===== src/rtl/sm3_pkg.sv =====
// rtl/sm3_pkg.sv - shared SM3 types, constants and helper functions
package sm3_pkg;

  typedef logic [31:0] word_t;

  // Working variables A..H; A lands in the most significant word when packed.
  typedef struct packed {
    word_t a;
    word_t b;
    word_t c;
    word_t d;
    word_t e;
    word_t f;
    word_t g;
    word_t h;
  } abc_t;

  typedef enum logic {
    S_IDLE = 1'b0,
    S_RUN  = 1'b1
  } fsm_e;

  localparam logic [255:0] SM3_IV =
    256'h7380166f4914b2b9172442d7da8a0600a96f30bc163138aae38dee4db0fb0e4e;
  localparam word_t SM3_T0 = 32'h79cc4519;
  localparam word_t SM3_T1 = 32'h7a879d8a;

  function automatic word_t rotl32(input word_t x, input logic [4:0] n);
    logic [63:0] t;
    t = {x, x} << n;
    return t[63:32];
  endfunction

  function automatic word_t p0(input word_t x);
    return x ^ rotl32(x, 5'd9) ^ rotl32(x, 5'd17);
  endfunction

  function automatic word_t p1(input word_t x);
    return x ^ rotl32(x, 5'd15) ^ rotl32(x, 5'd23);
  endfunction

  // Round constant already rotated by j mod 32, so rounds need no extra shift.
  function automatic word_t t_of(input logic [5:0] j);
    return (j < 6'd16) ? rotl32(SM3_T0, j[4:0]) : rotl32(SM3_T1, j[4:0]);
  endfunction

endpackage


===== src/rtl/sm3_round.sv =====
// rtl/sm3_round.sv - one combinational SM3 compression round
module sm3_round
  import sm3_pkg::*;
(
  input  abc_t       i_s,
  input  word_t      i_wj,
  input  word_t      i_wj4,
  input  logic [5:0] i_j,
  output abc_t       o_s
);

  word_t a12, ss1, ss2, tt1, tt2, ff, gg;

  // Boolean functions switch from parity to majority/choose at round 16.
  always_comb begin
    a12 = rotl32(i_s.a, 5'd12);
    ss1 = rotl32(a12 + i_s.e + t_of(i_j), 5'd7);
    ss2 = ss1 ^ a12;
    if (i_j < 6'd16) begin
      ff = i_s.a ^ i_s.b ^ i_s.c;
      gg = i_s.e ^ i_s.f ^ i_s.g;
    end else begin
      ff = (i_s.a & i_s.b) | (i_s.a & i_s.c) | (i_s.b & i_s.c);
      gg = (i_s.e & i_s.f) | (~i_s.e & i_s.g);
    end
    tt1   = ff + i_s.d + ss2 + (i_wj ^ i_wj4);
    tt2   = gg + i_s.h + ss1 + i_wj;
    o_s.a = tt1;
    o_s.b = i_s.a;
    o_s.c = rotl32(i_s.b, 5'd9);
    o_s.d = i_s.c;
    o_s.e = p0(tt2);
    o_s.f = i_s.e;
    o_s.g = rotl32(i_s.f, 5'd19);
    o_s.h = i_s.g;
  end

endmodule


===== src/rtl/sm3_core_x.sv =====
// rtl/sm3_core_x.sv - SM3 compression engine, UNROLL rounds per clock, internal chaining
module sm3_core_x
  import sm3_pkg::*;
#(
  parameter int           UNROLL = 1,
  parameter logic [255:0] IV     = SM3_IV
) (
  input  logic         i_clk,
  input  logic         i_rst,
  input  logic         i_valid,
  output logic         o_ready,
  input  logic         i_first,
  input  logic [511:0] i_data,
  output logic [255:0] o_vout,
  output logic         o_done
);

  if (!(UNROLL == 1 || UNROLL == 2 || UNROLL == 4 || UNROLL == 8)) begin : g_bad_unroll
    $error("sm3_core_x: UNROLL must be 1, 2, 4 or 8");
  end

  localparam logic [5:0] STEP     = 6'(UNROLL);
  localparam logic [5:0] LAST_CNT = 6'(64 - UNROLL);

  fsm_e                   r_state, nxt_state;
  logic [5:0]             r_cnt;
  abc_t                   r_abc;
  logic [255:0]           r_v;
  logic [255:0]           r_digest;
  logic                   r_done;
  word_t [15:0]           r_w;
  word_t [15+UNROLL:0]    ext;
  abc_t                   round_out;
  logic [255:0]           load_v;
  logic                   accept;
  logic                   last;

  assign load_v = i_first ? IV : r_digest;
  assign o_vout = r_digest;
  assign o_done = r_done;

  // Round chain; r_w[0] always holds W for round r_cnt.
  for (genvar u = 0; u < UNROLL; u++) begin : g_round
    abc_t s_in, s_out;
    if (u == 0) begin : g_first
      assign s_in = r_abc;
    end else begin : g_next
      assign s_in = g_round[u-1].s_out;
    end
    sm3_round u_round (
      .i_s   (s_in),
      .i_wj  (r_w[u]),
      .i_wj4 (r_w[u+4]),
      .i_j   (r_cnt + 6'(u)),
      .o_s   (s_out)
    );
  end
  assign round_out = g_round[UNROLL-1].s_out;

  // Message expansion: extend the 16-word window by UNROLL new words, later words reuse earlier ones.
  always_comb begin
    ext       = '0;
    ext[15:0] = r_w;
    for (int k = 0; k < UNROLL; k++) begin
      ext[16+k] = p1(ext[k] ^ ext[k+7] ^ rotl32(ext[k+13], 5'd15))
                ^ rotl32(ext[k+3], 5'd7) ^ ext[k+10];
    end
  end

  // State register.
  always_ff @(posedge i_clk) begin
    if (i_rst) r_state <= S_IDLE;
    else       r_state <= nxt_state;
  end

  // Next state and handshake decode.
  always_comb begin
    nxt_state = r_state;
    o_ready   = 1'b0;
    accept    = 1'b0;
    last      = 1'b0;
    case (r_state)
      S_IDLE: begin
        o_ready = 1'b1;
        if (i_valid) begin
          accept    = 1'b1;
          nxt_state = S_RUN;
        end
      end
      S_RUN: begin
        if (r_cnt == LAST_CNT) begin
          last      = 1'b1;
          nxt_state = S_IDLE;
        end
      end
      default: nxt_state = S_IDLE;
    endcase
  end

  // Datapath: load on accept, advance UNROLL rounds per RUN cycle, fold the digest on the last one.
  always_ff @(posedge i_clk) begin
    if (i_rst) begin
      r_cnt    <= '0;
      r_done   <= 1'b0;
      r_digest <= IV;
      r_abc    <= '0;
      r_v      <= '0;
      r_w      <= '0;
    end else begin
      r_done <= last;
      if (accept) begin
        r_abc <= load_v;
        r_v   <= load_v;
        r_cnt <= '0;
        for (int i = 0; i < 16; i++) r_w[i] <= i_data[511-32*i -: 32];
      end else if (r_state == S_RUN) begin
        r_abc <= round_out;
        r_w   <= ext[15+UNROLL:UNROLL];
        r_cnt <= last ? 6'd0 : r_cnt + STEP;
        if (last) r_digest <= r_v ^ round_out;
      end
    end
  end

endmodule


===== config.mk =====
export PLATFORM = sky130hd
export DESIGN_NAME = sm3_core_x
export DESIGN_NICKNAME = d
export VERILOG_FILES = /design/src/rtl/sm3_pkg.sv /design/src/rtl/sm3_round.sv /design/src/rtl/sm3_core_x.sv
export SDC_FILE = /design/constraint.sdc
export NUM_CORES = 2
export LEC_CHECK = 0
export CAP_MARGIN = 30
export CORE_ASPECT_RATIO = 0.5
export CORE_MARGIN = 4
export CORE_UTILIZATION = 35
export DETAILED_ROUTE_END_ITERATION = 6
export PLACE_DENSITY = 0.61
export SYNTH_ARGS = -nofsm -noshare
export SYNTH_HDL_FRONTEND = slang
export SYNTH_SLANG_ARGS = --single-unit

===== constraint.sdc =====
create_clock -name i_clk -period 18.3 [get_ports i_clk]
set_input_delay 2.745 -clock i_clk [delete_from_list [all_inputs] [get_ports i_clk]]
set_output_delay 2.745 -clock i_clk [all_outputs]
set_load 0.02 [all_outputs]

==> reports/results.txt <==
The min-delay analysis places its worst path in the category register to register. After synthesis, the mean cell area works out to 8.26 sq um. The number of nets in the synthesized netlist is 9,274. For the number of global-route vias before repair, the log shows 57.1k. Between clock sinks in the finished design, the worst skew comes to 0.0645 ns. The sink count of the clock tree was 1,288; the number of warnings reported in the yosys synthesis log was 0. The library cell contributing the largest single delay on the critical path is sky130_fd_sc_hd__o211ai_1. Dividing the detail-routed via count by the number of cells gives 5.45. For this run, design rule violations remaining after detail routing come to 0. The critical path is of the register to register type. The analysis attributes to cell leakage a power of 34.2 nW. The largest single stage delay on the critical path is 0.63 ns. The floorplan die height is 324 um. The number of cells after detailed placement is 11.3k.

By count the netlist is led by sky130_fd_sc_hd__nor2_1 (1,819), sky130_fd_sc_hd__dfxtp_1 (1,288), sky130_fd_sc_hd__a21oi_1 (907), sky130_fd_sc_hd__mux2i_1 (633), sky130_fd_sc_hd__clkbuf_1 (564). The all-layer global routing usage was 0.290; the synthesized cell area was 0.0700 sq mm. The tools report the post-route setup TNS as 0 ns. Relative max-transition margin: 0.141. STA puts the critical path data required time at 19.04 ns. After legalization and detailed placement, the total HPWL measured 240,000 um.

Setup repair after global routing left no endpoint under its margin. The first-pass GRT wire length came out at 433,000 um. STA classifies the critical path startpoint as a register. The share of the clock period used by the worst path was 0.551. The leading cell type by number of instances after synthesis was sky130_fd_sc_hd__nor2_1. The power density of the placed cells was 228 mW/mm^2; the starting DRC count in detailed routing was 7,706. The run finished with clean final reports. The post-layout worst setup margin came out at 8.21 ns. After synthesis, the cell types taking the most area are sky130_fd_sc_hd__dfxtp_1 (37%), sky130_fd_sc_hd__nor2_1 (9.8%), sky130_fd_sc_hd__mux2i_1 (9.1%).

For the die footprint, the log shows 0.208 sq mm. After the last flow step, the layout net total stands at 9,634. The run gives 8.40 ns as the pre-CTS setup slack. In this run, CTS created clock tree buffers numbering 140. The number of synthesized flops with an enable pin is 0.

The number of buffers inserted by port buffering works out to 773. The area growth from synthesis to layout is 20.4%. The end-of-flow core utilization came out at 0.426.

The area fraction of the dominant cell type after synthesis was 0.368; the sequential element share of the synthesized area was 0.368. The core area was 0.198 sq mm; the number of buffers added to fix hold violations after cts was 0. The final count of pins violating max slew is 0. Number of vias in the routed layout: 63.3k. The number of levels in the clock H-tree is 4, and the number of optimization iterations in the first detailed-route pass is 6. Entering global routing, the biggest net connects 230 pins. Based on the critical path, the design can be clocked at up to 99.1 MHz. The placement-stage cell area was 0.0796 sq mm; the proportion of register bits with asynchronous set or reset after synthesis was 0. Worst vdd rail ir drop: 0.000396 V. Once layout is done, the placed cells without fillers occupy 0.0843 sq mm.

The count of nets left with antenna violations once routing finished came out at 0. The total overflow left after global routing is 0. The worst setup path is captured at a register. Pin placement for this block handled 774 I/O pins.

The average routed wire per standard cell came out at 27.2 um. The number of non-filler instances in the completed layout was 11.6k; the deepest clock path buffer count was 4. Summed over all layers, the routed wires come to 316,000 um. TritonCTS built the clock tree.

At the end of routability-driven placement, the weighted congestion stood at 0.985. The run gives 0 as the count of final setup violators. Among all flip-flop cells after synthesis, the most frequent one is sky130_fd_sc_hd__dfxtp_1. Data on the critical path arrives at its endpoint at 10.83 ns. Root buffer cell: sky130_fd_sc_hd__clkbuf_16. The clock reaches the later pin of the worst-skew pair after 0.80 ns.

For the initial core utilization, the log shows 0.354. The proportion of layout cells with a drive suffix above 1 was 0.0430; the site row count was 115. Synthesis handed over a netlist of 8,472 instances. The floorplan step set the die width to 640 um.

The number of antenna violations at the first check in global routing was 65; the hold violation total from the final report was 0. Buffers added to address setup during post-CTS repair amount to 0. After clock tree synthesis, the repair step resized 0 gates. For the pin with the worst max-slew slack, the measured transition is 1.29 ns.

In this run the worst path has a maximum fanout of 48. After clock tree synthesis, the clock-pin slew on the worst setup and hold paths is 0.07 ns. Subtracting the final worst setup slack from the clock period gives 10.09 ns.

The logs give 0 for the number of maximum-capacitance violations and 87 for the count of unique library cells instantiated by Yosys. Counting flops and latches in the post-synthesis netlist gives 1,288. The largest total area in the synthesized netlist belongs to sky130_fd_sc_hd__dfxtp_1. The library cell appearing most often on the critical path is sky130_fd_sc_hd__a21oi_1.
==> where the power goes <==
group | total [mW] | switching [mW] | internal, mW | leakage (nW)
Combinational | 13.0 | 7.81 | 5.19 | 21.4
Clock | 2.94 | 1.25 | 1.68 | 2.25
Sequential | 3.32 | 0.320 | 3.00 | 10.5
==> worst max-delay path, delay by kind of cell (launching register included) <==
family | cells | cell delay (ns)
mux | 1 | 0.20
xor+xnor | 2 | 0.76
fa+ha+maj | 6 | 2.47
flops | 1 | 0.31
simple gates | 7 | 1.54
compound gates | 14 | 3.68
buf+inv | 3 | 1.08
==> placed cells by master, fill, tap and decap left out, types with 98 or more instances in the layout <==
cell type / Yosys / final
sky130_fd_sc_hd__inv_1: 324 / 324
sky130_fd_sc_hd__a211oi_1: 421 / 421
sky130_fd_sc_hd__xnor2_1: 475 / 475
sky130_fd_sc_hd__clkbuf_16: 0 / 143
sky130_fd_sc_hd__buf_4: 1 / 106
sky130_fd_sc_hd__nor2b_1: 103 / 103
sky130_fd_sc_hd__o211ai_1: 112 / 112
sky130_fd_sc_hd__nor2_1: 1819 / 1814
sky130_fd_sc_hd__xor2_1: 148 / 148
sky130_fd_sc_hd__dfxtp_1: 1288 / 1285
sky130_fd_sc_hd__nor3_1: 101 / 101
sky130_fd_sc_hd__clkdlybuf4s50_1: 0 / 770
sky130_fd_sc_hd__fa_1: 188 / 188
sky130_fd_sc_hd__a21oi_1: 907 / 907
sky130_fd_sc_hd__ha_1: 98 / 98
sky130_fd_sc_hd__mux2i_1: 633 / 633
sky130_fd_sc_hd__o21ai_0: 122 / 122
sky130_fd_sc_hd__nand2_1: 491 / 490
==> metal layers <==
| metal | vias to the layer above | part of all wire | track usage |
|---|---|---|---|
| li1 | 29500 | - | - |
| met1 | 30700 | 0.43 | 0.401 |
| met2 | 2684 | 0.45 | 0.454 |
| met3 | 415 | 0.088 | 0.0564 |
| met4 | 16 | 0.034 | 0.0948 |
| met5 | - | 0.00035 | 0 |
==> registers in the layout, indices dropped and copies added (netlist names) <==
name / flops
ext: 512
g_round.s_in: 256
o_vout: 256
r_v: 256
r_cnt: 6
o_done: 1
r_state: 1
==> path summary, 6_finish.rpt <==
kind | start | end | slack (ns) | cells after the start
max | r_cnt[4] | o_vout[126] | 8.21 | 33
min | r_v[116] | r_v[116] | 0.46 | 2
max reg2reg | r_cnt[4] | o_vout[126] | 8.21 | 33
min reg2reg | r_v[116] | r_v[116] | 0.46 | 2
==> cells by family (layout without fill, tap and decap cells) <==
family | Yosys count | in the layout | share of synthesized area
simple gates | 2695 | 2695 | 0.157
compound gates | 1897 | 1897 | 0.169
flops | 1288 | 1288 | 0.368
buf+inv | 1001 | 1453 | 0.0538
other cells | 0 | 40 | 0
xor+xnor | 649 | 649 | 0.0865
mux | 654 | 654 | 0.0939
fa+ha+maj | 288 | 288 | 0.0716
==> stage by stage <==
stage	power [mW]	hold slack [ns]
after detailed placement	15.9	0.451
final	19.3	0.460
after global routing	20.2	0.478
after floorplan	12.2	0.434
after global placement	15.9	0.444
after CTS	18.9	0.459
==> area by class of cell <==
class                      instances  area, sq um
antenna                           40          100
clock buffer                     189         4010
clock inverter                    45          561
fill                           19800       113000
inverter                         329         1240
multi-input combinational       6183        40500
sequential                      1288        25800
tap                             2632         3290
timing repair buffer             890         8790
Power figures use the tool's default switching activity.
